## src/rtl/data_port_arbiter.sv

```systemverilog
// Two-master arbiter for the core's single data-memory port. Picks one requester,
// forwards its request fields, holds that choice until the memory grants it, and
// routes each in-order response back to the master that issued it.
module data_port_arbiter #(
  parameter int unsigned MAX_OUT = 2
) (
  input  logic        clk,
  input  logic        rst,
  input  logic        m0_req_i,
  input  logic [31:0] m0_addr_i,
  input  logic        m0_we_i,
  input  logic [3:0]  m0_be_i,
  input  logic [31:0] m0_wdata_i,
  output logic        m0_gnt_o,
  output logic        m0_rvalid_o,
  output logic [31:0] m0_rdata_o,
  input  logic        m1_req_i,
  input  logic [31:0] m1_addr_i,
  input  logic        m1_we_i,
  input  logic [3:0]  m1_be_i,
  input  logic [31:0] m1_wdata_i,
  output logic        m1_gnt_o,
  output logic        m1_rvalid_o,
  output logic [31:0] m1_rdata_o,
  output logic        data_req_o,
  output logic [31:0] data_addr_o,
  output logic        data_we_o,
  output logic [3:0]  data_be_o,
  output logic [31:0] data_wdata_o,
  input  logic        data_gnt_i,
  input  logic        data_rvalid_i,
  input  logic [31:0] data_rdata_i
);

  localparam int unsigned PtrW = (MAX_OUT > 1) ? $clog2(MAX_OUT) : 1;
  localparam int unsigned CntW = $clog2(MAX_OUT + 1);
  localparam logic [PtrW-1:0] PtrLast = PtrW'(MAX_OUT - 1);
  localparam logic [CntW-1:0] CntFull = CntW'(MAX_OUT);

  typedef enum logic [1:0] {StIdle, StLock0, StLock1} lock_e;

  lock_e           lock_q, lock_d;
  logic            rr_q;
  logic            fifo_q [MAX_OUT];
  logic [PtrW-1:0] wptr_q, rptr_q;
  logic [CntW-1:0] cnt_q;

  logic sel_valid, sel_id;
  logic push, pop, blocked, head;

  // Response bookkeeping; a pop on an empty FIFO is a spurious rvalid and is dropped.
  always_comb begin
    head    = fifo_q[rptr_q];
    pop     = data_rvalid_i && (cnt_q != '0) && !rst;
    blocked = (cnt_q == CntFull) && !pop;
  end

  // Owner selection and lock next-state; a locked master keeps the port until granted.
  always_comb begin
    sel_valid = 1'b0;
    sel_id    = 1'b0;
    lock_d    = lock_q;
    if (!rst) begin
      unique case (lock_q)
        StIdle: begin
          if (!blocked) begin
            if (m0_req_i && m1_req_i) begin
              sel_valid = 1'b1;
              sel_id    = rr_q;
            end else if (m0_req_i) begin
              sel_valid = 1'b1;
              sel_id    = 1'b0;
            end else if (m1_req_i) begin
              sel_valid = 1'b1;
              sel_id    = 1'b1;
            end
          end
          if (sel_valid && !data_gnt_i) lock_d = sel_id ? StLock1 : StLock0;
        end
        StLock0: begin
          sel_valid = m0_req_i;
          sel_id    = 1'b0;
          // A dropped request abandons the lock without pushing an ID.
          if (!sel_valid || data_gnt_i) lock_d = StIdle;
        end
        StLock1: begin
          sel_valid = m1_req_i;
          sel_id    = 1'b1;
          if (!sel_valid || data_gnt_i) lock_d = StIdle;
        end
        default: lock_d = StIdle;
      endcase
    end
  end

  // Forward the selected master's fields; master 0 is the default mux leg.
  always_comb begin
    push         = sel_valid && data_gnt_i;
    data_req_o   = sel_valid;
    data_addr_o  = sel_id ? m1_addr_i  : m0_addr_i;
    data_we_o    = sel_id ? m1_we_i    : m0_we_i;
    data_be_o    = sel_id ? m1_be_i    : m0_be_i;
    data_wdata_o = sel_id ? m1_wdata_i : m0_wdata_i;
    m0_gnt_o     = push && !sel_id;
    m1_gnt_o     = push && sel_id;
    m0_rvalid_o  = pop && !head;
    m1_rvalid_o  = pop && head;
    m0_rdata_o   = data_rdata_i;
    m1_rdata_o   = data_rdata_i;
  end

  // Lock, round-robin pointer, FIFO pointers and occupancy.
  always_ff @(posedge clk) begin
    if (rst) begin
      lock_q <= StIdle;
      rr_q   <= 1'b0;
      wptr_q <= '0;
      rptr_q <= '0;
      cnt_q  <= '0;
    end else begin
      lock_q <= lock_d;
      if (push) begin
        rr_q   <= ~sel_id;
        wptr_q <= (wptr_q == PtrLast) ? '0 : wptr_q + 1'b1;
      end
      if (pop) rptr_q <= (rptr_q == PtrLast) ? '0 : rptr_q + 1'b1;
      if (push && !pop) begin
        cnt_q <= cnt_q + 1'b1;
      end else if (!push && pop) begin
        cnt_q <= cnt_q - 1'b1;
      end
    end
  end

  // ID storage needs no reset; validity is tracked by the pointers and count.
  always_ff @(posedge clk) begin
    if (push) fifo_q[wptr_q] <= sel_id;
  end

endmodule

```

## config.mk

```make
export PLATFORM = sky130hd
export DESIGN_NAME = data_port_arbiter
export DESIGN_NICKNAME = d
export VERILOG_FILES = /design/src/rtl/data_port_arbiter.sv
export SDC_FILE = /design/constraint.sdc
export NUM_CORES = 1
export LEC_CHECK = 0
export ABC_AREA = 1
export ABC_CLOCK_PERIOD_IN_PS = 2550
export BUFFER_PORTS_ARGS = -buffer_cell sky130_fd_sc_hd__buf_4
export CAP_MARGIN = 15
export CORE_AREA = 2 2 123 125
export DETAILED_ROUTE_END_ITERATION = 8
export DIE_AREA = 0 0 125 127
export GPL_ROUTABILITY_DRIVEN = 0
export REMOVE_ABC_BUFFERS = 1
export SLEW_MARGIN = 15
export SYNTH_ARGS = -nofsm -noshare
export SYNTH_HDL_FRONTEND = slang
export SYNTH_SLANG_ARGS = --single-unit
```

## constraint.sdc

```tcl
create_clock -name clk -period 2.55 [get_ports clk]
set_input_delay 0.1275 -clock clk [delete_from_list [all_inputs] [get_ports clk]]
set_output_delay 0.1275 -clock clk [all_outputs]
set_load 0.01 [all_outputs]
```

==> flow_summary_export.csv, run 1 <==
group,metric,value,unit
sta,clock_skew,0.001859,ns
route,drtIter0Drc,161,
final_layout,final_cell_count_no_fill,695,
grt,grt_pass1_wl,16400,µm
final_layout,fin_area,3289,µm²
floorplanning,die_w,125,µm
worst_setup_path,endpoint_kind,"primary output",
synth,ys_seq_area_share,11.40,%
sta,fmax,0.4460,GHz
floorplanning,die-area,15880,µm²
worst_setup_path,path_buf_inv,2,
route,via_count,2714,
worst_setup_path,critPathMaxFanout,72,
route,drt_first_pass_iters,6,
grt,grt.total_usage,13.98,%
sta,layout_setup_ws,0.3078,ns
synth,yosys-top-cells-count,"222 x nand2_1, 64 x buf_4, 13 x inv_1",
sta,final-hold-violation-count,0,
sta,tightest_slew,0.5340,ns
route,route.antenna.remaining_nets,0,
power_and_ir_drop,ir_worst_vdd,207.1,µV
clock_network,clkTransAtPathRegs,0.04,ns
final_layout,drive_above_1_share,45.19,%
floorplanning,die_h,127,µm
clock_network,clock_sinks,10,
synth,syn_inst,364,
synth,ys_top_cells_by_area,"nand2_1 43%, buf_4 25%, dfxtp_1 8.3%",
final_layout,nets,687,
final_layout,fillers,1703,
grt,grt_antenna_before_repair,1,
power_and_ir_drop,power_density,608.3,nW/µm²
route,wl_per_cell,17.38,µm
sta,finalMaxSlewViolations,0,
sta,setup_viol,0,
sta,rsz0062_at_grt,"false",
clock_network,cts_tree,"yes",
clock_network,htreeDepth,1,
clock_network,numCtsBuffers,3,
placed_design,hpwl,10190,µm
route,wirelength,12080,µm
synth,ys_warn_count,0,
placed_design,dp_cells,689,
worst_setup_path,crit_family,"simple AND/OR/NAND/NOR gates",
grt,grt-ovfl-total,0,
clock_network,post_cts_resized,0,
synth,mappedNetlistArea,1932,µm²
clock_network,cts_hold_buf,0,
placed_design,pre_cts_ws,0.5058,ns
floorplanning,io_pins,314,
worst_setup_path,critPathMostFrequentCell,"nand2_1",
final_layout,seq_area,220.2,µm²
sta,min_period,2.242,ns
worst_setup_path,cp.arrival,2.11,ns
worst_setup_path,critPathKind,"flop to primary output",
clock_network,cts_setup_buffers,0,
status,status,"finished clean",
sta,finalCritPeriodShare,87.93,%
final_layout,area_growth,70.27,%
floorplanning,start_util,13.39,%
grt,first_global_vias,2663,
clock_network,clk_path_buf_depth,2,
synth,yosysUniqueCellTypes,20,
route,vias_per_cell,3.905,
worst_setup_path,startpoint_type,"flop",
synth,yosysMostFrequentCell,"nand2_1",
synth,synth-main-ff-cell,"dfxtp_1",
worst_setup_path,crit_slowest_cell,"inv_6",
worst_setup_path,path_cells,"nor2_1 -> nand4_2 -> nand2_1 -> nand2_4 -> inv_6 -> nand2_1 -> nand2_1 -> buf_4",
synth,synth.avg_cell_area,5.307,µm²
worst_setup_path,required,2.42,ns
grt,grt_max_degree,73,
synth,netlist.area_leader.share,43.13,%
sta,max_slew_margin,64.40,%
placed_design,numPortBuffers,217,
power_and_ir_drop,p_leak,1.968,nW
synth,synth_edf_count,2,
hold_path,hold_path.class,"primary input to flop",
clock_network,clk_latency,0.24,ns
final_layout,final_util,22.81,%
sta,tns,0,ns
worst_setup_path,max_stage_delay,0.45,ns
synth,ys_ff_latch,10,
final_layout,multi_input_area,1047,µm²
clock_network,ctsRootBufferMaster,"clkbuf_16",
synth,synth_area_leader_cell,"nand2_1",
floorplanning,rows,44,
route,drc,0,
synth,async_reset_ff_share,0,%
flow_run,drv_cap,0,
placed_design,placed_cell_area,3206,µm²
floorplanning,core,14420,µm²
-- power by group --
group          total (mW)  switching, mW  internal, mW
combinational        1.49          0.807         0.684
clock               0.293         0.0822         0.210
sequential          0.217         0.0176         0.200
total                2.00          0.907          1.09
-- placed cells by master (no fill, tap or decap), drive strengths merged --
| cell | count |
|---|---|
| a21oi | 9 |
| nand2 | 225 |
| edfxtp | 2 |
| nand4 | 4 |
| inv | 15 |
| or2 | 1 |
| o21ai | 5 |
| nor2 | 10 |
| dfxtp | 8 |
| clkbuf | 4 |
| diode | 2 |
| nand3 | 6 |
| buf | 219 |
| ha | 1 |
-- layout make-up --
cell class / count / area share (%)
inverters: 15 / 1.940
multi-input cells: 261 / 31.84
flip-flops and latches: 10 / 6.695
repair buffers: 219 / 49.98
well taps: 184 / 6.999
diodes: 2 / 0.1521
clock buffers: 4 / 2.396
-- path summary, 6_finish.rpt --
check	from	endpoint	slack, ns	cells past startpoint
max	lock_q[0]	data_wdata_o[5]	0.31	8
min reg2reg	rptr_q	rptr_q	0.45	1
max reg2reg	lock_q[0]	cnt_q[1]	0.48	11
min	rst	wptr_q	0.1	2
-- state kept, by name (all words and copies together), names as in the netlist, named ones only --
name / flops
wptr_q: 1
fifo_q: 2
rr_q: 1
lock_q: 2
rptr_q: 1
cnt_q: 2
-- worst reg2reg max path: cells and delay by family, from the launching register on --
family	cells	cell delay, ns
and+or+nand+nor	4	0.71
adders and majority gates	1	0.31
DFF	1	0.31
buffers and inverters	2	0.18
AOI/OAI and AO/OA	4	0.45
-- stage by stage --
step	hold slack, ns	power (mW)
after floorplan	0.1966	0.9266
after global placement	0.2552	1.725
after detailed placement	0.2552	1.729
after CTS	0.09437	2.029
after global routing	0.1031	2.182
final	0.09969	2.001
-- layer usage --
layer | global-route usage (%) | vias to the layer above | share of wire, % | wire length (µm)
met2 | 18.25 | 213 | 38 | 4603
li1 | - | 1328 | - | -
met1 | 18.18 | 1160 | 44 | 5272
met5 | 4.025 | - | 0.56 | 68
met3 | 10.76 | 9 | 17 | 2081
met4 | 1.569 | 4 | 0.41 | 50
-- cells by family (layout without fill, tap and decap cells) --
kind of cell             Yosys count  count (layout)  synth area share [%]
other                              0               2                     0
AO/OA/AOI/OAI                     14              14                 3.627
buffers and inverters             93             238                 34.39
adder cells (fa/ha/maj)            1               1                0.6476
flip-flops                        10              10                 11.40
AND/OR/NAND/NOR                  246             246                 49.94
No activity file was read; power rests on OpenSTA's default activity.
==> run 2: changes to the inputs <==
- CTS_BUF_LIST: unset -> sky130_fd_sc_hd__clkbuf_8
==> run 2 against run 1 <==
Against the previous run: combinational power is essentially flat; utilization shrank 0.25 points; die area is the same; maximum frequency rose by 0.68%; total power shrank 5.9%; via count decreased by 0.55%; register-to-register slack improved by 0.02 ns; critical endpoint unchanged; largest power group unchanged; highest routed layer unchanged.
==> flow_summary_export.csv, run 2 (synthesis gave the netlist of run 1 again) <==
group,metric,value,unit
clock_network,clkTransAtPathRegs,0.05,ns
floorplanning,die-area,15880,µm²
floorplanning,die_w,125,µm
worst_setup_path,critPathMaxFanout,72,
final_layout,area_growth,68.39,%
worst_setup_path,startpoint_type,"flop",
grt,grt-ovfl-total,0,
worst_setup_path,critPathMostFrequentCell,"nand2_1",
floorplanning,die_h,127,µm
clock_network,numCtsBuffers,3,
worst_setup_path,path_buf_inv,2,
route,drt_first_pass_iters,6,
grt,grt_use_met1,18.15,%
route,route.antenna.remaining_nets,0,
grt,first_global_vias,2659,
floorplanning,core,14420,µm²
clock_network,clk_path_buf_depth,2,
power_and_ir_drop,ir_worst_vdd,207.2,µV
clock_network,cts_setup_buffers,0,
power_and_ir_drop,power_density,579.0,nW/µm²
sta,max_slew_margin,64.23,%
floorplanning,rows,44,
worst_setup_path,required,2.42,ns
sta,hold_ws,0.09766,ns
grt,grt_pass1_wl,16350,µm
sta,tightest_slew,0.5366,ns
grt,use_met2,18.19,%
sta,tns,0,ns
route,vias_per_cell,3.889,
worst_setup_path,crit_slowest_cell,"inv_6",
worst_setup_path,endpoint_kind,"primary output",
sta,setup_viol,0,
clock_network,cts_hold_buf,0,
route,wl_per_cell,17.33,µm
final_layout,final_cell_mix,"222 x nand2_1, 219 x buf_4, 14 x inv_1, 9 x nor2_1, 9 x a21oi_1",
clock_network,htreeDepth,1,
placed_design,numPortBuffers,217,
sta,rsz0062_at_grt,"false",
sta,finalCritPeriodShare,87.33,%
final_layout,reg_top3,"cnt_q (2), fifo_q (2), lock_q (2)",
floorplanning,start_util,13.39,%
grt,met3_usage,10.64,%
route,drc,0,
worst_setup_path,path_cells,"nor2_1 -> nand4_2 -> nand2_1 -> nand2_4 -> inv_6 -> nand2_1 -> nand2_1 -> buf_4",
sta,final-hold-violation-count,0,
clock_network,clock_sinks,10,
grt,busiest_layer,"met2",
clock_network,post_cts_resized,0,
grt,grt_max_degree,73,
clock_network,clk_latency,0.25,ns
worst_setup_path,max_stage_delay,0.45,ns
grt,grt.total_usage,13.93,%
sta,finalMaxSlewViolations,0,
sta,min_period,2.227,ns
worst_setup_path,crit_family,"simple AND/OR/NAND/NOR gates",
route,via_count,2699,
clock_network,cts_tree,"yes",
flow_run,drv_cap,0,
final_layout,fillers,1706,
power_and_ir_drop,p_leak,1.957,nW
final_layout,nets,687,
route,wirelength,12030,µm
status,status,"finished clean",
route,drtIter0Drc,139,
sta,clock_skew,0.004319,ns
placed_design,hpwl,10190,µm
worst_setup_path,cp.arrival,2.10,ns
hold_path,hold_path.class,"primary input to flop",
worst_setup_path,critPathKind,"flop to primary output",
sta,fmax,0.4490,GHz
grt,grt_antenna_before_repair,1,
power_and_ir_drop,finalPower,1.884,mW
clock_network,ctsRootBufferMaster,"clkbuf_8",
final_layout,layout_commonest_cell,"nand2_1",
final_layout,drive_above_1_share,45.19,%
floorplanning,io_pins,314,
[run 2: cell count changes in the layout (fill, tap and decap cells not counted)]
| cell | before | now |
|---|---|---|
| diode_2 | 2 | 1 |
| clkbuf_1 | 1 | 0 |
| clkbuf_16 | 3 | 0 |
| clkbuf_8 | 0 | 3 |
| inv_1 | 13 | 14 |
[run 2: cell type report]
cell class	count	area, µm²	share of cell area [%]
clock buffers	3	41.29	1.269
diodes	1	2.502	0.07692
inverters	15	63.81	1.962
repair buffers	219	1644	50.54
clock inverters	1	3.754	0.1154
multi-input cells	261	1047	32.19
flip-flops and latches	10	220.2	6.769
well taps	184	230.2	7.077
[run 2: final timing paths]
| path | from | end | slack [ns] | cells after the start |
|---|---|---|---|---|
| setup reg to reg | lock_q[0] | cnt_q[1] | 0.50 | 11 |
| hold reg to reg | rptr_q | rptr_q | 0.45 | 1 |
| hold / removal | rst | wptr_q | 0.1 | 2 |
| setup / recovery | lock_q[0] | data_wdata_o[5] | 0.32 | 8 |
[run 2: where the power goes]
part | internal (mW) | switching [mW] | total, mW
Combinational | 0.684 | 0.806 | 1.49
Clock | 0.106 | 0.0708 | 0.177
Sequential | 0.199 | 0.0173 | 0.216
[run 2: through the flow]
stage | instances | utilization, % | setup slack [ns] | cell area (µm²)
floorplan | 286 | - | 0.7482 | 1331
CTS | 693 | 22.54 | 0.3004 | 3251
detailed placement | 689 | 22.22 | 0.5058 | 3206
global route | 693 | 22.54 | 0.1078 | 3251
finish | 694 | 22.55 | 0.3230 | 3253
global placement | 689 | 22.22 | 0.5369 | 3206
[run 2: metal layers]
metal,up-vias,wire (µm)
met5,-,68
met4,4,50
met3,9,2005
met2,223,4584
met1,1138,5321
li1,1325,-
